[config.mk]
export PLATFORM = sky130hd
export DESIGN_NAME = ps2_frame_rx
export DESIGN_NICKNAME = d
export VERILOG_FILES = /design/src/rtl/ps2_pkg.sv /design/src/rtl/ps2_sync_filter.sv /design/src/rtl/ps2_frame_rx.sv
export SDC_FILE = /design/constraint.sdc
export NUM_CORES = 1
export LEC_CHECK = 0
export CORE_MARGIN = 3
export CORE_UTILIZATION = 62
export DETAILED_ROUTE_END_ITERATION = 10
export PLACE_DENSITY = 0.83
export SYNTH_ARGS = -nofsm -noshare
export SYNTH_HDL_FRONTEND = slang
export SYNTH_SLANG_ARGS = --single-unit
[constraint.sdc]
create_clock -name clk -period 3.9 [get_ports clk]
set_clock_uncertainty 0.2 [all_clocks]
set_input_delay 0.78 -clock clk [delete_from_list [all_inputs] [get_ports clk]]
set_output_delay 0.78 -clock clk [all_outputs]
set_load 0.005 [all_outputs]
[src/rtl/ps2_pkg.sv]
// Shared types and constants for the PS/2 device-to-host frame receiver.
package ps2_pkg;

    typedef enum logic [1:0] {
        IDLE,
        DATA,
        PARITY,
        STOP
    } rx_state_t;

    typedef enum logic [1:0] {
        ERR_NONE    = 2'b00,
        ERR_PARITY  = 2'b01,
        ERR_STOP    = 2'b10,
        ERR_TIMEOUT = 2'b11
    } err_t;

    // start + 8 data + parity + stop
    localparam int unsigned FRAME_BITS = 11;

    function automatic int unsigned timeout_cycles(input int unsigned clk_hz,
                                                   input int unsigned timeout_us);
        return (clk_hz / 32'd1_000_000) * timeout_us;
    endfunction

endpackage

[src/rtl/ps2_sync_filter.sv]
// PS2Clk synchronizer, glitch filter and registered falling-edge detector.
module ps2_sync_filter #(
    parameter int unsigned SYNC_STAGES = 2,
    parameter int unsigned FILTER_LEN  = 8
) (
    input  logic clk,
    input  logic rst,
    input  logic ps2_clk,
    output logic filt,
    output logic fall
);

    localparam int unsigned CW = $clog2(FILTER_LEN + 1);

    logic [SYNC_STAGES-1:0] sync;
    logic [CW-1:0]          cnt;
    logic                   synced;

    assign synced = sync[SYNC_STAGES-1];

    always_ff @(posedge clk) begin
        if (rst) begin
            sync <= '1;
            filt <= 1'b1;
            cnt  <= '0;
            fall <= 1'b0;
        end else begin
            sync <= {sync[SYNC_STAGES-2:0], ps2_clk};
            fall <= 1'b0;
            if (synced == filt) begin
                cnt <= '0;
            end else if (cnt == CW'(FILTER_LEN - 1)) begin
                // FILTER_LEN-th consecutive differing sample: commit the change
                filt <= synced;
                cnt  <= '0;
                fall <= ~synced;
            end else begin
                cnt <= cnt + 1'b1;
            end
        end
    end

endmodule

[src/rtl/ps2_frame_rx.sv]
// PS/2 device-to-host frame receiver: deserializes start/8 data/odd parity/stop
// frames and reports good bytes, parity/stop faults and mid-frame stalls.
module ps2_frame_rx
    import ps2_pkg::*;
#(
    parameter int unsigned CLK_HZ      = 50_000_000,
    parameter int unsigned SYNC_STAGES = 2,
    parameter int unsigned FILTER_LEN  = 8,
    parameter int unsigned TIMEOUT_US  = 2000
) (
    input  logic       clk,
    input  logic       rst,
    input  logic       PS2Clk,
    input  logic       datai,
    output logic [7:0] code,
    output logic       code_valid,
    output logic       frame_err,
    output logic [1:0] err_code,
    output logic       busy
);

    localparam int unsigned TIMEOUT_CYC = timeout_cycles(CLK_HZ, TIMEOUT_US);
    localparam int unsigned TW          = $clog2(TIMEOUT_CYC + 1);
    localparam int unsigned DATA_BITS   = FRAME_BITS - 3;
    localparam logic [2:0]  LAST_BIT    = 3'(DATA_BITS - 1);

    logic                   clk_filt;
    logic                   fall;
    logic                   edge_ev;
    logic [SYNC_STAGES-1:0] dsync;
    logic                   data;

    rx_state_t  state, state_n;
    logic [2:0] bit_cnt, bit_cnt_n;
    logic [7:0] shreg, shreg_n;
    logic       par, par_n;
    logic [7:0] code_n;
    logic       code_valid_n, frame_err_n;
    err_t       err_q, err_n;
    logic [TW-1:0] tcnt, tcnt_n;

    ps2_sync_filter #(
        .SYNC_STAGES (SYNC_STAGES),
        .FILTER_LEN  (FILTER_LEN)
    ) u_filt (
        .clk     (clk),
        .rst     (rst),
        .ps2_clk (PS2Clk),
        .filt    (clk_filt),
        .fall    (fall)
    );

    // fall is only ever raised together with the filtered clock going low
    assign edge_ev = fall & ~clk_filt;
    assign data    = dsync[SYNC_STAGES-1];

    always_ff @(posedge clk) begin
        if (rst) begin
            dsync <= '1;
        end else begin
            dsync <= {dsync[SYNC_STAGES-2:0], datai};
        end
    end

    always_ff @(posedge clk) begin
        if (rst) begin
            state      <= IDLE;
            bit_cnt    <= '0;
            shreg      <= '0;
            par        <= 1'b0;
            code       <= 8'h00;
            code_valid <= 1'b0;
            frame_err  <= 1'b0;
            err_q      <= ERR_NONE;
            tcnt       <= '0;
        end else begin
            state      <= state_n;
            bit_cnt    <= bit_cnt_n;
            shreg      <= shreg_n;
            par        <= par_n;
            code       <= code_n;
            code_valid <= code_valid_n;
            frame_err  <= frame_err_n;
            err_q      <= err_n;
            tcnt       <= tcnt_n;
        end
    end

    always_comb begin
        state_n      = state;
        bit_cnt_n    = bit_cnt;
        shreg_n      = shreg;
        par_n        = par;
        code_n       = code;
        code_valid_n = 1'b0;
        frame_err_n  = 1'b0;
        err_n        = err_q;
        tcnt_n       = (state == IDLE || edge_ev) ? '0 : tcnt + 1'b1;

        // an edge in the terminal-count cycle wins over the timeout
        if (state != IDLE && !edge_ev && tcnt == TW'(TIMEOUT_CYC)) begin
            state_n     = IDLE;
            frame_err_n = 1'b1;
            err_n       = ERR_TIMEOUT;
            tcnt_n      = '0;
        end else if (edge_ev) begin
            case (state)
                IDLE: begin
                    if (!data) begin
                        state_n   = DATA;
                        bit_cnt_n = '0;
                    end
                end
                DATA: begin
                    shreg_n[bit_cnt] = data;
                    if (bit_cnt == LAST_BIT) begin
                        state_n = PARITY;
                    end else begin
                        bit_cnt_n = bit_cnt + 3'd1;
                    end
                end
                PARITY: begin
                    par_n   = data;
                    state_n = STOP;
                end
                STOP: begin
                    state_n = IDLE;
                    if (!data) begin
                        frame_err_n = 1'b1;
                        err_n       = ERR_STOP;
                    end else if (^{shreg, par} != 1'b1) begin
                        frame_err_n = 1'b1;
                        err_n       = ERR_PARITY;
                    end else begin
                        code_n       = shreg;
                        code_valid_n = 1'b1;
                    end
                end
                default: state_n = IDLE;
            endcase
        end
    end

    assign err_code = err_q;
    assign busy     = (state != IDLE);

endmodule

# After elaboration in Yosys (flattened, before gate mapping)
# Index checks and enable logic that the tools add are counted.
dict set report op_classes {
  order_cmp 2
  n_shift 0
  n_bitwise 9
  n_addsub 3
  eq_ne 11
  mux 20
  n_reduce_logical 23
  n_div 0
  multipliers 0
}
# cell count
set ops {}
lappend ops {{17-bit by 1-bit adder with 17-bit output, second input constant} 1}
lappend ops {{17-bit == test, second input constant} 1}
lappend ops {{2-bit 2-to-1 mux} 7}
lappend ops {{3-bit AND reduction} 4}
lappend ops {{5-bit AND reduction} 2}
lappend ops {{3-bit OR reduction} 3}
lappend ops {{9-bit XOR reduction} 1}
lappend ops {{8-bit bitwise mux} 1}
lappend ops {{1-bit inverter} 8}
lappend ops {{2-bit case mux with 4 select lines} 1}
lappend ops {{2-bit nonzero test} 4}
lappend ops {{1-bit 2-to-1 mux} 7}
lappend ops {{3-bit 2-to-1 mux} 2}
lappend ops {{2-bit != test, second input constant} 3}
lappend ops {{3-bit case mux with 2 select lines} 1}
lappend ops {{5-bit OR reduction} 1}
lappend ops {{4-bit by 1-bit adder with 4-bit output, second input constant} 1}
lappend ops {{2-bit == test, second input constant} 2}
lappend ops {{4-bit by 3-bit == test with 1-bit output, second input constant} 1}
lappend ops {{3-bit by 4-bit < comparator with 1-bit output, second input constant} 1}
lappend ops {{3-bit by 1-bit adder with 3-bit output, second input constant} 1}
lappend ops {{1-bit demux with 3-bit select} 1}
lappend ops {{3-bit == test, second input constant} 1}
lappend ops {{3-bit by 1-bit greater-or-equal comparator with 1-bit output, second input constant} 1}
lappend ops {{10 further kinds} 12}
dict set report word_totals {
  latch_bits 0
  reg_bits 53
  mem_count 0
  ramBits 0
  wordCells 82
  in_bits 4
  rom_bits 0
  out_inout_bits 13
}

# Longest topological paths before layout
# Gate-level depths: netlist of run 1.
dict set report logic_depth {
  depth_word 7
  mapped_depth 8
}

# By module
# From an unflattened synthesis of run 1, not the netlist that was laid out.
dict set report hier_totals {
  cells_unflattened 263
  hier_area_um2 2454.9
}
# module area_each_um2 n_inst seq_area_each_um2 cells_per_inst
set by_module_without_submodules {}
lappend by_module_without_submodules {ps2_frame_rx 2154.6 1 900.9 237}
lappend by_module_without_submodules {ps2_sync_filter 300.3 1 160.2 26}

# Worst setup path after synthesis of run 1
# OpenSTA, ideal clock, no wires.
dict set report synth_path {
  path_type {register -> register}
  start {register tcnt[2]}
  end {register tcnt[11]}
  arrival_time_ps 1629
  setup_slack_ps 1956
  synth_period_minus_slack_ps 1944
  stages_incl_launch_ff 7
  required_time_ps 3585
  path_buffers 2
  path_cell_list {dfxtp_1 or4_4 nor4_4 or4_1 buf_6 buf_6 nor2_1}
}
dict set report synth_between {
  elab_chain_len 3
  word_cells_on_any_way 4
}
# item line_no
set synth_lines {}
lappend synth_lines {{start, declared} ps2_frame_rx.sv:40} ;# logic [TW-1:0] tcnt, tcnt_n;
lappend synth_lines {{start signal, assigned} ps2_frame_rx.sv:85} ;# tcnt <= tcnt_n;
lappend synth_lines {{parallel branches: the longest is 3 deep, another holds 17-bit by 1-bit adder with 17-bit output} --}
# Parallel ways; which one is timed is not known.
# A chain may end at the register's enable or synchronous reset.

# Final worst setup path of run 1
dict set report layout_path {
  start {register state[1]}
  end {output busy}
}
dict set report layout_between {
  elab_chain_len 1
}
# item line_no
set layout_lines {}
lappend layout_lines {{start, declared} ps2_frame_rx.sv:33} ;# rx_state_t state, state_n;
lappend layout_lines {{start signal, assigned} ps2_frame_rx.sv:77} ;# state <= state_n;
lappend layout_lines {{2-bit nonzero test} ps2_frame_rx.sv:145} ;# assign busy = (state != IDLE);
lappend layout_lines {{end, declared} ps2_frame_rx.sv:19} ;# output logic busy
# Every way passes these cells.

==> run summary, run 1 <==
Endpoint kind of the worst setup timing path: an output port. Registers take 1061 um2. The minimum period implied by the final worst setup slack is 2.608 ns.

The residual DRC count was 0. The via count of the first global-routing pass is 1691, and the insertion delay of the later-clocked pin in the worst-skew pair is 0.31 ns. In this run the worst path has a maximum fanout of 5. The run gives 0 as the number of antenna violations at the first check in global routing. In this run the tool buffered the top-level ports with 16 buffer cells. The logs give 0 for the total global routing overflow and 0 for the max-capacitance violation count. The run finished with clean final reports. Once the clock tree was built, the setup fixing pass inserted 0 buffers. Timing would allow up to 383.5 MHz. For this design, the slowest cell found on the critical path is sky130_fd_sc_hd__clkdlybuf4s50_1.

Kind of cell adding the most delay to the critical path: buffers and inverters. 17 I/O pins were placed. Detailed-routing iteration count for the pre-antenna-repair pass: 4. The share of synthesized area in the top cell type comes to 42.21%. Once placement completed, the tool counted placed cells totaling 321. For the total inserted antenna cells, the log shows 0. TritonCTS created 5 clock buffers. In the final layout, the multi-input gates occupy 1365 um2. The die covers 4855 um2. The post-synthesis average cell area is 9.450 um2. The signal arrival time at the worst endpoint is 1.63 ns. In the layout the commonest cells are sky130_fd_sc_hd__dfxtp_1, sky130_fd_sc_hd__nor2_1, sky130_fd_sc_hd__nand2b_1, sky130_fd_sc_hd__nand2_1, sky130_fd_sc_hd__mux2i_1. Setup repair after global routing left no endpoint under its margin. The number of nets handed over by synthesis was 280. STA puts the critical path data required time at 2.92 ns. The part of the Yosys area used for sequential elements was 42.21%; the routed via count divided by cell count was 5.523.

The number of register bits inferred by synthesis was 53. The run gives 7.355 mm as the first-pass GRT wire length. The synthesized netlist contains 45 unique library cells. STA classifies the critical path startpoint as a register. The max-slew violation count is 0, and the number of enable-type register cells in the synthesized netlist is 0.

The layout overhead on the synthesized area was 10.70%. For this run, the number of Yosys warnings is 0. Largest buffer count on any clock path: 2. sky130_fd_sc_hd__dfxtp_1 takes more of the synthesized area than any other cell. The total global routing track utilization is 18.72%. The number of buffers and inverters on the critical path was 3.

The static power due to leakage came out at 0.9542 nW. In the global route stage, met2 resource usage came out at 29.98%. The run gives 3771 um2 as the area of the placeable core. For the detailed router's first-iteration violation count, the log shows 63. Maximum number of pins on one net before global-route repair: 42. Dominant synthesized flop cell: sky130_fd_sc_hd__dfxtp_1. For this run, the post-layout net count is 294. Summing all placed instances gives a cell area of 2688 um2. The root buffer cell is sky130_fd_sc_hd__clkbuf_8. For the routing usage on met3, the log shows 4.928%. The pin slew with the least headroom to its limit is 0.5163 ns, and the hold violation total from the final report is 0. The most numerous cell type found on the critical path is sky130_fd_sc_hd__inv_1.

After synthesis, the cell types taking the most area are sky130_fd_sc_hd__dfxtp_1, sky130_fd_sc_hd__mux2i_1, sky130_fd_sc_hd__ha_1, sky130_fd_sc_hd__nand2b_1, sky130_fd_sc_hd__nor2_1. The initial utilization of the core area, before any placement, comes to 66.66%. The H-tree generated during clock tree synthesis spans 2 levels. TritonCTS built the clock tree. Setup total negative slack on the finished layout was measured at 0 ns.

The run gives 266 as the number of standard cells after synthesis. Launching point of the worst reg2reg path: tcnt[2]. The die is 69.68 um tall.

From left edge to right edge, the die measures 69.68 um. Number of clock sinks seen by CTS: 53. The mapped netlist covers 2514 um2. The largest single stage delay on the critical path is 0.49 ns.

The most used routing layer is met2. In this run, post-CTS hold repair placed 0 buffers. The met1 usage is 23.77%, and the fraction of the cycle the final worst path needs is 66.86%. The run gives 274 as the filler cell count in the final layout.

In this run the tightest slew margin relative to its limit is 64.84%. The total power divided by cell area was 316.0 nW/um2. Clock-pin slew was measured on the worst setup and hold paths at 0.09 ns. The logs give 22 for the floorplan row count and 4.293 mm for the final wirelength. The share of cells above drive strength 1 is 8.185%, and the final routed wire length divided by cell count is 13.05 um.

Once detail routing completed, the nets flagged for antenna violations numbered 0. The logs give 0.0002650 V for the worst supply voltage drop on vdd and 3.025 mm for the estimated wirelength of the detail-placed design. Excluding fillers, the count of instances in the completed layout stands at 329. After clock tree synthesis, the repair step resized 0 gates.

In this run the worst setup path begins at state[1]. Detailed routing inserted a total of 1817 vias. The worst setup path is of the reg -> out kind.

The summed area of non-filler cells in the final layout was 2783 um2; the number of setup violations in the final report was 0. After synthesis, the share of flip-flops with an asynchronous set or reset is 0%. The worst hold path belongs to the class reg -> reg. Leaving out fill and tap cells, the most frequent cell in the layout is sky130_fd_sc_hd__dfxtp_1. For the final weighted congestion of routability-driven global placement, the log shows 0.8181. The run gives 1.65 ns as the register-to-register setup slack. Origin of the worst min-delay path: dsync[0]. The critical path goes through inv_1 -> ha_1 -> inv_1 -> clkdlybuf4s50_1.
-- sequential cells by signal (all words and copies together) (netlist names) --
signal,cells
code_valid,1
frame_err,1
shreg,8
u_filt.sync,2
u_filt.cnt,4
par,1
err_code,2
u_filt.filt,1
bit_cnt,3
code,8
state,2
dsync,2
tcnt,17
u_filt.fall,1
-- synth_stat cells (all sizes together), types with 3 or more instances --
cell,n
clkbuf,7
mux2i,18
xor2,7
nand2,18
buf,3
ha,10
nand2b,18
nor2,30
or2,6
inv,9
nand4,5
or4,3
o21ai,5
xnor2,9
or3,5
a21oi,14
dfxtp,53
nand3b,4
nand3,11
-- layout make-up --
type	instances	share of cell area, %
multi-input combinational	194	49.06
sequential	53	38.13
timing repair buffer	17	6.025
clock buffer	5	2.473
tap	48	2.158
inverter	9	1.214
clock inverter	3	0.9442
-- worst register-to-register path: cells and delay by family (launching register included) --
kind          cells  cell delay, ns
flops             1            0.38
simple gates      4            1.54
-- metal layers --
metal  up-vias  share of wire [%]
met5         -                  0
met4         0                1.9
met3         8                3.2
met2        25                 45
met1       840                 50
li1        944                  -
-- through the flow --
stage                     total power [mW]  hold WS (ns)  setup WS [ns]  utilization, %
after global routing                0.9114        0.2277          1.189           73.79
after detailed placement            0.5730        0.1923          1.375           71.27
after floorplan                     0.5674        0.1895          1.956               -
final                               0.8793        0.2149          1.292           73.79
after global placement              0.5729        0.1950          1.426           71.27
after CTS                           0.8910        0.2159          1.286           73.79
-- final timing paths --
check,endpoint,cells after the start
setup / recovery,busy,4
hold / removal,dsync[1],1
setup reg to reg,tcnt[9],4
hold reg to reg,dsync[1],1
-- where the power goes --
part | switching [mW] | internal, mW | total [mW]
Sequential | 0.00221 | 0.543 | 0.545
Clock | 0.188 | 0.131 | 0.319
Combinational | 0.00700 | 0.00813 | 0.0151
Total | 0.197 | 0.682 | 0.879
-- cells by family (layout without fill, tap and decap cells) --
group / after synthesis / after routing / synth area share [%]
XOR/XNOR: 19 / 19 / 8.313
adder cells (fa/ha/maj): 10 / 10 / 4.978
flip-flops: 53 / 53 / 42.21
AO/OA/AOI/OAI: 25 / 25 / 5.774
AND/OR/NAND/NOR: 122 / 122 / 27.58
buffers and inverters: 19 / 34 / 3.484
multiplexers: 18 / 18 / 7.665
Note: power is estimated with default switching activity, not from simulation.
==> inputs of run 2 (changes only) <==
CORE_UTILIZATION = 58   (was 62)
PLACE_DENSITY = 0.79   (was 0.83)
clock period = 2.55 ns   (was 3.9 ns; I/O delays follow)
==> run summary, run 2 (same netlist as run 1, synthesis figures left out) <==
In the final routed layout, each cell accounts on average for 13.31 um. The logs give 7.376 mm for the first-pass GRT wire length and 2791 um2 for the summed area of non-filler cells in the final layout. The tools report the number of cells upsized or downsized after cts as 0. The chip height works out to 71.83 um. The die is 71.83 um wide. The buffer count from post-CTS setup fixing is 0.

After global routing, the most crowded layer is met2. The tools report the H-tree depth as 2. Total global routing overflow: 0. Ranked by flip-flop count, first place goes to tcnt. The largest registers in the layout are tcnt (17), code (8), shreg (8). Kind of start point of the critical path: a register. The floorplan has 23 rows. In the finished design, the share of the clock period the worst path needs comes to 91.51%. Entering global routing, the biggest net connects 42 pins.

Based on the critical path, the design can be clocked at up to 428.6 MHz. The tools report the number of clock sinks seen by CTS as 53. Setup repair after global routing left no endpoint under its margin. For this run, design rule violations remaining after detail routing come to 0. In this run the tightest slew margin relative to its limit is 60.15%. The layout overhead on the synthesized area works out to 11.05%. The tools report the detailed router's first-iteration violation count as 85. The multi-input logic area is 1365 um2, and the number of antenna-violating nets in the routed design is 0. The kind of cell adding the most delay to the critical path was buffers and inverters.

The routing usage on met2 is 30.10%. Path category of the worst min-delay check: reg -> reg. STA puts the critical path data arrival time at 1.62 ns. In this run the power density over the cells is 489.2 nW/um2.

The first detailed-routing pass took 4 iterations. The tools report the hold violation total from the final report as 0. The share of cells above drive strength 1 is 8.185%, and the effective utilization at floorplan is 61.51%.

The storage element area was 1061 um2; the number of antenna violations at the first check in global routing was 0. The worst setup path is of the reg -> out kind. VDD sags by at most 0.0003532 V. For the I/O pin count, the log shows 17. Setup violations remaining at the end of the flow were counted as 0.

The routed via count divided by cell count is 5.417, and the max-capacitance violation count is 0. The most frequent standard cell in the layout excluding fill and tap cells was sky130_fd_sc_hd__dfxtp_1. The tools report the estimated wirelength of the detail-placed design as 3.172 mm. The final weighted congestion of routability-driven global placement is 0.8158. In this run, CTS created clock tree buffers numbering 5. In the global route stage, overall resource usage came out at 18.19%. The flow ran to the end, and the final reports show no timing, DRC or antenna violations. Walking the worst path, the cells encountered are inv_1 -> ha_1 -> inv_1 -> clkdlybuf4s50_1.

The die footprint was 5160 um2. The via count of the first global-routing pass is 1593, and the flip-flop count of the largest register after layout is 17. The placed instance area is 2690 um2. The worst-case hold slack was 0.2063 ns. TritonCTS built the clock tree.

Max-slew violation count: 0. Endpoint kind of the worst setup timing path: an output port. Together, buffers and inverters on the worst path number 3. Leaving out fill and tap cells, the most frequent cells in the layout are sky130_fd_sc_hd__dfxtp_1, sky130_fd_sc_hd__nor2_1, sky130_fd_sc_hd__nand2b_1, sky130_fd_sc_hd__nand2_1, sky130_fd_sc_hd__mux2i_1.

The dominant cell type by count on the critical path was sky130_fd_sc_hd__inv_1. For this design, the slowest cell found on the critical path is sky130_fd_sc_hd__clkdlybuf4s50_1. The insertion delay of the later-clocked pin in the worst-skew pair is 0.30 ns, and the static power due to leakage is 0.9597 nW. After floorplanning, the core was sized to cover 4086 um2. After clock tree synthesis, the clock-pin slew on the worst setup and hold paths is 0.09 ns. The largest stage delay on the critical path works out to 0.50 ns. The minimum period implied by the final worst setup slack works out to 2.333 ns. The number of I/O port buffers was 16; the final wirelength was 4.404 mm. The logs give 340 for the filler cell count in the final layout and 1.84 ns for the data required time at the worst endpoint.

The detailed router placed 1793 vias in this run. The repair_antennas step left the layout with diodes totalling 0. The tools report the met1 usage as 23.06%. Of all nets on the critical path, the largest fanout is 5. The number of nets at the end of the flow was 294. For the pin with the worst max-slew slack, the measured transition is 0.5977 ns. Hold repair after CTS inserted 0 buffers. In the final timing run, aggregate negative setup slack is 0 ns.

The clock passes through at most 2 buffers. Routing usage on met3: 3.506%. The tree is rooted in a sky130_fd_sc_hd__clkbuf_8.
[run 2: cell types whose count changed in the layout (fill, tap and decap cells not counted), sizes merged]
cell,delta
clkbuf,+2
clkinv,-1
inv,-1
[run 2: through the flow]
| stage | cells | utilization, % | power (mW) | setup WS [ns] |
|---|---|---|---|---|
| floorplan | 266 | - | 0.8678 | 0.6061 |
| global placement | 323 | 65.83 | 0.8776 | 0.2632 |
| detailed placement | 323 | 65.83 | 0.8782 | 0.2161 |
| CTS | 331 | 68.31 | 1.378 | 0.2052 |
| global route | 331 | 68.31 | 1.412 | 0.1498 |
| finish | 331 | 68.31 | 1.366 | 0.2166 |
[run 2: where the power goes]
part | internal [mW] | total [mW] | switching (mW) | leakage [nW]
sequential | 0.830 | 0.834 | 0.00362 | 0.428
clock | 0.246 | 0.507 | 0.262 | 0.0542
combinational | 0.0125 | 0.0245 | 0.0120 | 0.478
[run 2: metal layers]
metal,wire (um),vias up,share of wire (%)
met4,63,0,1.4
met1,2160,815,49
li1,-,940,-
met2,2048,32,47
met3,130,6,3.0
met5,0,-,0
[run 2: area by class of cell]
cell class / count / share of cell area (%)
well taps: 50 / 2.241
clock buffers: 7 / 3.451
inverters: 9 / 1.210
repair buffers: 17 / 6.006
flip-flops and latches: 53 / 38.01
clock inverters: 1 / 0.1793
multi-input cells: 194 / 48.90
[run 2: final timing paths]
path / start / end / slack (ns) / depth (start not counted)
worst max-delay path: state[0] / busy / 0.22 / 4
worst min-delay path: dsync[0] / dsync[1] / 0.21 / 1
worst max register to register: tcnt[2] / tcnt[4] / 0.28 / 4
worst min register to register: dsync[0] / dsync[1] / 0.21 / 1
==> inputs of run 3 (changes only) <==
CORE_ASPECT_RATIO = 0.7   (was unset)
SYNTH_HIERARCHICAL = 1   (was unset)
==> run summary, run 3 <==
The run finished with clean final reports. The logs give 1586 for the via count of the first global-routing pass and 42 for the maximum number of pins on one net before global-route repair. For the TritonCTS buffer count, the log shows 5. The die is 83.76 um wide. For this run, the top clock speed supported by timing is 420.9 MHz.

The routed via count was 1726. The register with the most flip-flops in the layout has 17 of them. The tools report the launching point of the worst reg2reg path as tcnt[0]. Global routing used 17.54% of the available tracks. The worst register-to-register path ends at tcnt[6]. The capturing instance or port of the critical path is busy.

Counting cells, the worst reg-to-reg path comes to 6. Fraction of the cycle the final worst path needs: 93.18%. The number of nets at the end of the flow is 293. Setup slack on the critical path of the routed design comes to 0.1740 ns. The clock passes through at most 2 buffers. In the post-synthesis netlist, the biggest area contributors are sky130_fd_sc_hd__dfxtp_1, sky130_fd_sc_hd__mux2i_1, sky130_fd_sc_hd__nor2_1, sky130_fd_sc_hd__ha_1, sky130_fd_sc_hd__xnor2_1. Clock-pin slew was measured on the worst setup and hold paths at 0.09 ns. The biggest fanout along the worst timing path is 5, and the area of the placeable core is 3994 um2.

The cell count after synthesis came out at 263. Setup violations remaining at the end of the flow were counted as 0. The die footprint was 5062 um2; the detailed route wirelength on metal3 was 159 um. Traced cell by cell, the critical path runs through inv_1 -> ha_1 -> inv_1 -> clkdlybuf4s50_1. Highest metal layer with signal wires: met4. Summed over all layers, the global routing overflow is 0. The final weighted congestion of routability-driven global placement is 0.7929, and the post-synthesis cell type count is 43. TritonCTS built the clock tree. The hold violation total from the final report came out at 0.

The logs give 0 for the max-slew violation count and 2 for the H-tree depth. The tools report the number of hold buffers added after cts as 0. Data arrives at the worst endpoint at 1.67 ns.

The most frequent standard cell in the layout excluding fill and tap cells was sky130_fd_sc_hd__dfxtp_1. In this run the vertical extent of the chip is 60.43 um. Number of enable-type register cells in the synthesized netlist: 0.

In the final layout, the registers with the most flip-flops are tcnt (17), code (8), shreg (8). The first-pass GRT wire length was 7.024 mm; the buffer count from post-CTS setup fixing was 0. The minimum period implied by the final worst setup slack is 2.376 ns, and the final wirelength is 4.291 mm. Setup repair after global routing left no endpoint under its margin. The worst max-slew margin expressed relative to the limit came out at 51.75%. Path category of the worst min-delay check: reg -> reg. The tree built by TritonCTS fans out to 53 sinks.

After floorplanning, the core was divided into 19 placement rows. The part of the Yosys area used for sequential elements was 43.22%; the portion of synthesized cell area occupied by the leading cell type was 43.22%. The insertion delay of the later-clocked pin in the worst-skew pair came out at 0.31 ns. After synthesis the netlist holds a flip-flop and latch count of 53. The post-synthesis average cell area came out at 9.334 um2. Detailed placement ended at an HPWL of 3.049 mm. The number of nets in the synthesized netlist is 277. The detailed-routing iteration count for the pre-antenna-repair pass was 4. The critical-path cell with the highest stage delay is sky130_fd_sc_hd__clkdlybuf4s50_1. The type of the setup path with the least slack was reg -> out.

The tools report the residual DRC count as 0. The tools report the post-placement setup slack as 0.4683 ns. Pin placement for this block handled 17 I/O pins. Dividing total power by cell area gives a power density of 489.1 nW/um2.

The count of buffers added on input and output ports is 16. At the worst endpoint, the required time is 1.84 ns. Yosys instantiated no cell more often than sky130_fd_sc_hd__dfxtp_1. For the final routed database, the setup TNS stands at 0 ns. The routed via count divided by cell count is 5.215. The met2 layer wire length in the routed design was 1.699 mm; the number of cells upsized or downsized after cts was 0.

The synthesized netlist occupies a cell area of 2455 um2. The dominant synthesized flop cell was sky130_fd_sc_hd__dfxtp_1. The number of antenna violations at the first check in global routing came out at 0. The tools report the root buffer cell as sky130_fd_sc_hd__clkbuf_8.

Final routed wire length divided by cell count: 12.96 um. After detailed routing, the wire length on met1 is 2.360 mm. The worst setup path is launched from a register. The library cells used most frequently in the layout, excluding fill and tap cells, are sky130_fd_sc_hd__dfxtp_1, sky130_fd_sc_hd__nor2_1, sky130_fd_sc_hd__mux2i_1. The worst setup path is captured at an output port. The layout overhead on the synthesized area came out at 11.47%. In the synthesized netlist the async set-or-reset flop fraction comes to 0%.

sky130_fd_sc_hd__dfxtp_1 takes more of the synthesized area than any other cell. The register-to-register setup slack was 0.43 ns. The detailed router finished its first iteration with 79 violations.

The repair_antennas step left the layout with diodes totalling 0. The share of cells above drive strength 1 was 7.885%; the worst supply voltage drop on vdd was 0.0003039 V. The initial utilization of the core area, before any placement, comes to 61.47%. The pin slew with the least headroom to its limit came out at 0.7171 ns. The largest stage delay on the critical path is 0.49 ns. The detail route stage leaves a number of antenna-violating nets equal to 0. In the synthesized netlist, the cells that appear most often are sky130_fd_sc_hd__dfxtp_1, sky130_fd_sc_hd__nor2_1, sky130_fd_sc_hd__mux2i_1.

Max-cap violations in this run came to 0. The tools report the static power due to leakage as 1.006 nW. For the count of warnings emitted by yosys, the log shows 6.

The register with the most flip-flops in the final layout is tcnt. The beginning of the critical path is state[1]. Dominant cell type by count on the critical path: sky130_fd_sc_hd__inv_1.
==> run 3: worst min-delay path by stage <==
| stage | startpoint | to | cells after the start |
|---|---|---|---|
| final | dsync[0] | dsync[1] | 1 |
| after CTS | dsync[0] | dsync[1] | 1 |
| after detailed placement | dsync[0] | dsync[1] | 1 |
| after global routing | dsync[0] | dsync[1] | 1 |
| after global placement | dsync[0] | dsync[1] | 1 |
| after floorplan | dsync[0] | dsync[1] | 1 |
==> run 3: layout make-up <==
class / count / area (um2)
fillers: 311 / 1257
inverters: 10 / 37.54
clock buffers: 7 / 86.33
well taps: 52 / 65.06
flip-flops and latches: 53 / 1061
multi-input cells: 189 / 1296
repair buffers: 20 / 190.2
==> run 3: logic make-up (layout without fill, tap and decap cells) <==
group	count (synthesis)	in the layout	share of synthesized area (%)
buf+inv	21	37	3.976
compound gates	20	20	4.944
simple gates	118	118	26.61
mux	17	17	6.932
fa+ha+maj	10	10	5.097
xor+xnor	24	24	9.225
flops	53	53	43.22
==> run 3: metal layers <==
layer,track usage [%],vias to the layer above
met5,0,-
met4,8.028,0
met3,4.071,7
met2,26.50,24
met1,24.31,785
li1,-,910
==> run 3: power breakdown <==
part | switching [mW] | internal, mW | total, mW
combinational | 0.0156 | 0.0161 | 0.0317
clock | 0.256 | 0.216 | 0.472
sequential | 0.00293 | 0.832 | 0.835
total | 0.274 | 1.06 | 1.34
==> run 3: per-stage QoR <==
step	area [um2]	utilization (%)	cells	total power, mW	hold slack, ns
4_1_cts	2736	68.52	331	1.350	0.2181
2_1_floorplan	2455	-	263	0.8719	0.1895
6_report	2736	68.52	331	1.338	0.2179
5_1_grt	2736	68.52	331	1.387	0.2376
3_3_place_gp	2650	66.35	324	0.8854	0.1946
3_5_place_dp	2650	66.35	324	0.8863	0.1972
==> run 3: critical path: cells and delay by family, from the launching register on <==
family / cells / cell delay, ns
flops: 1 / 0.42
buf+inv: 3 / 0.68
fa+ha+maj: 1 / 0.26
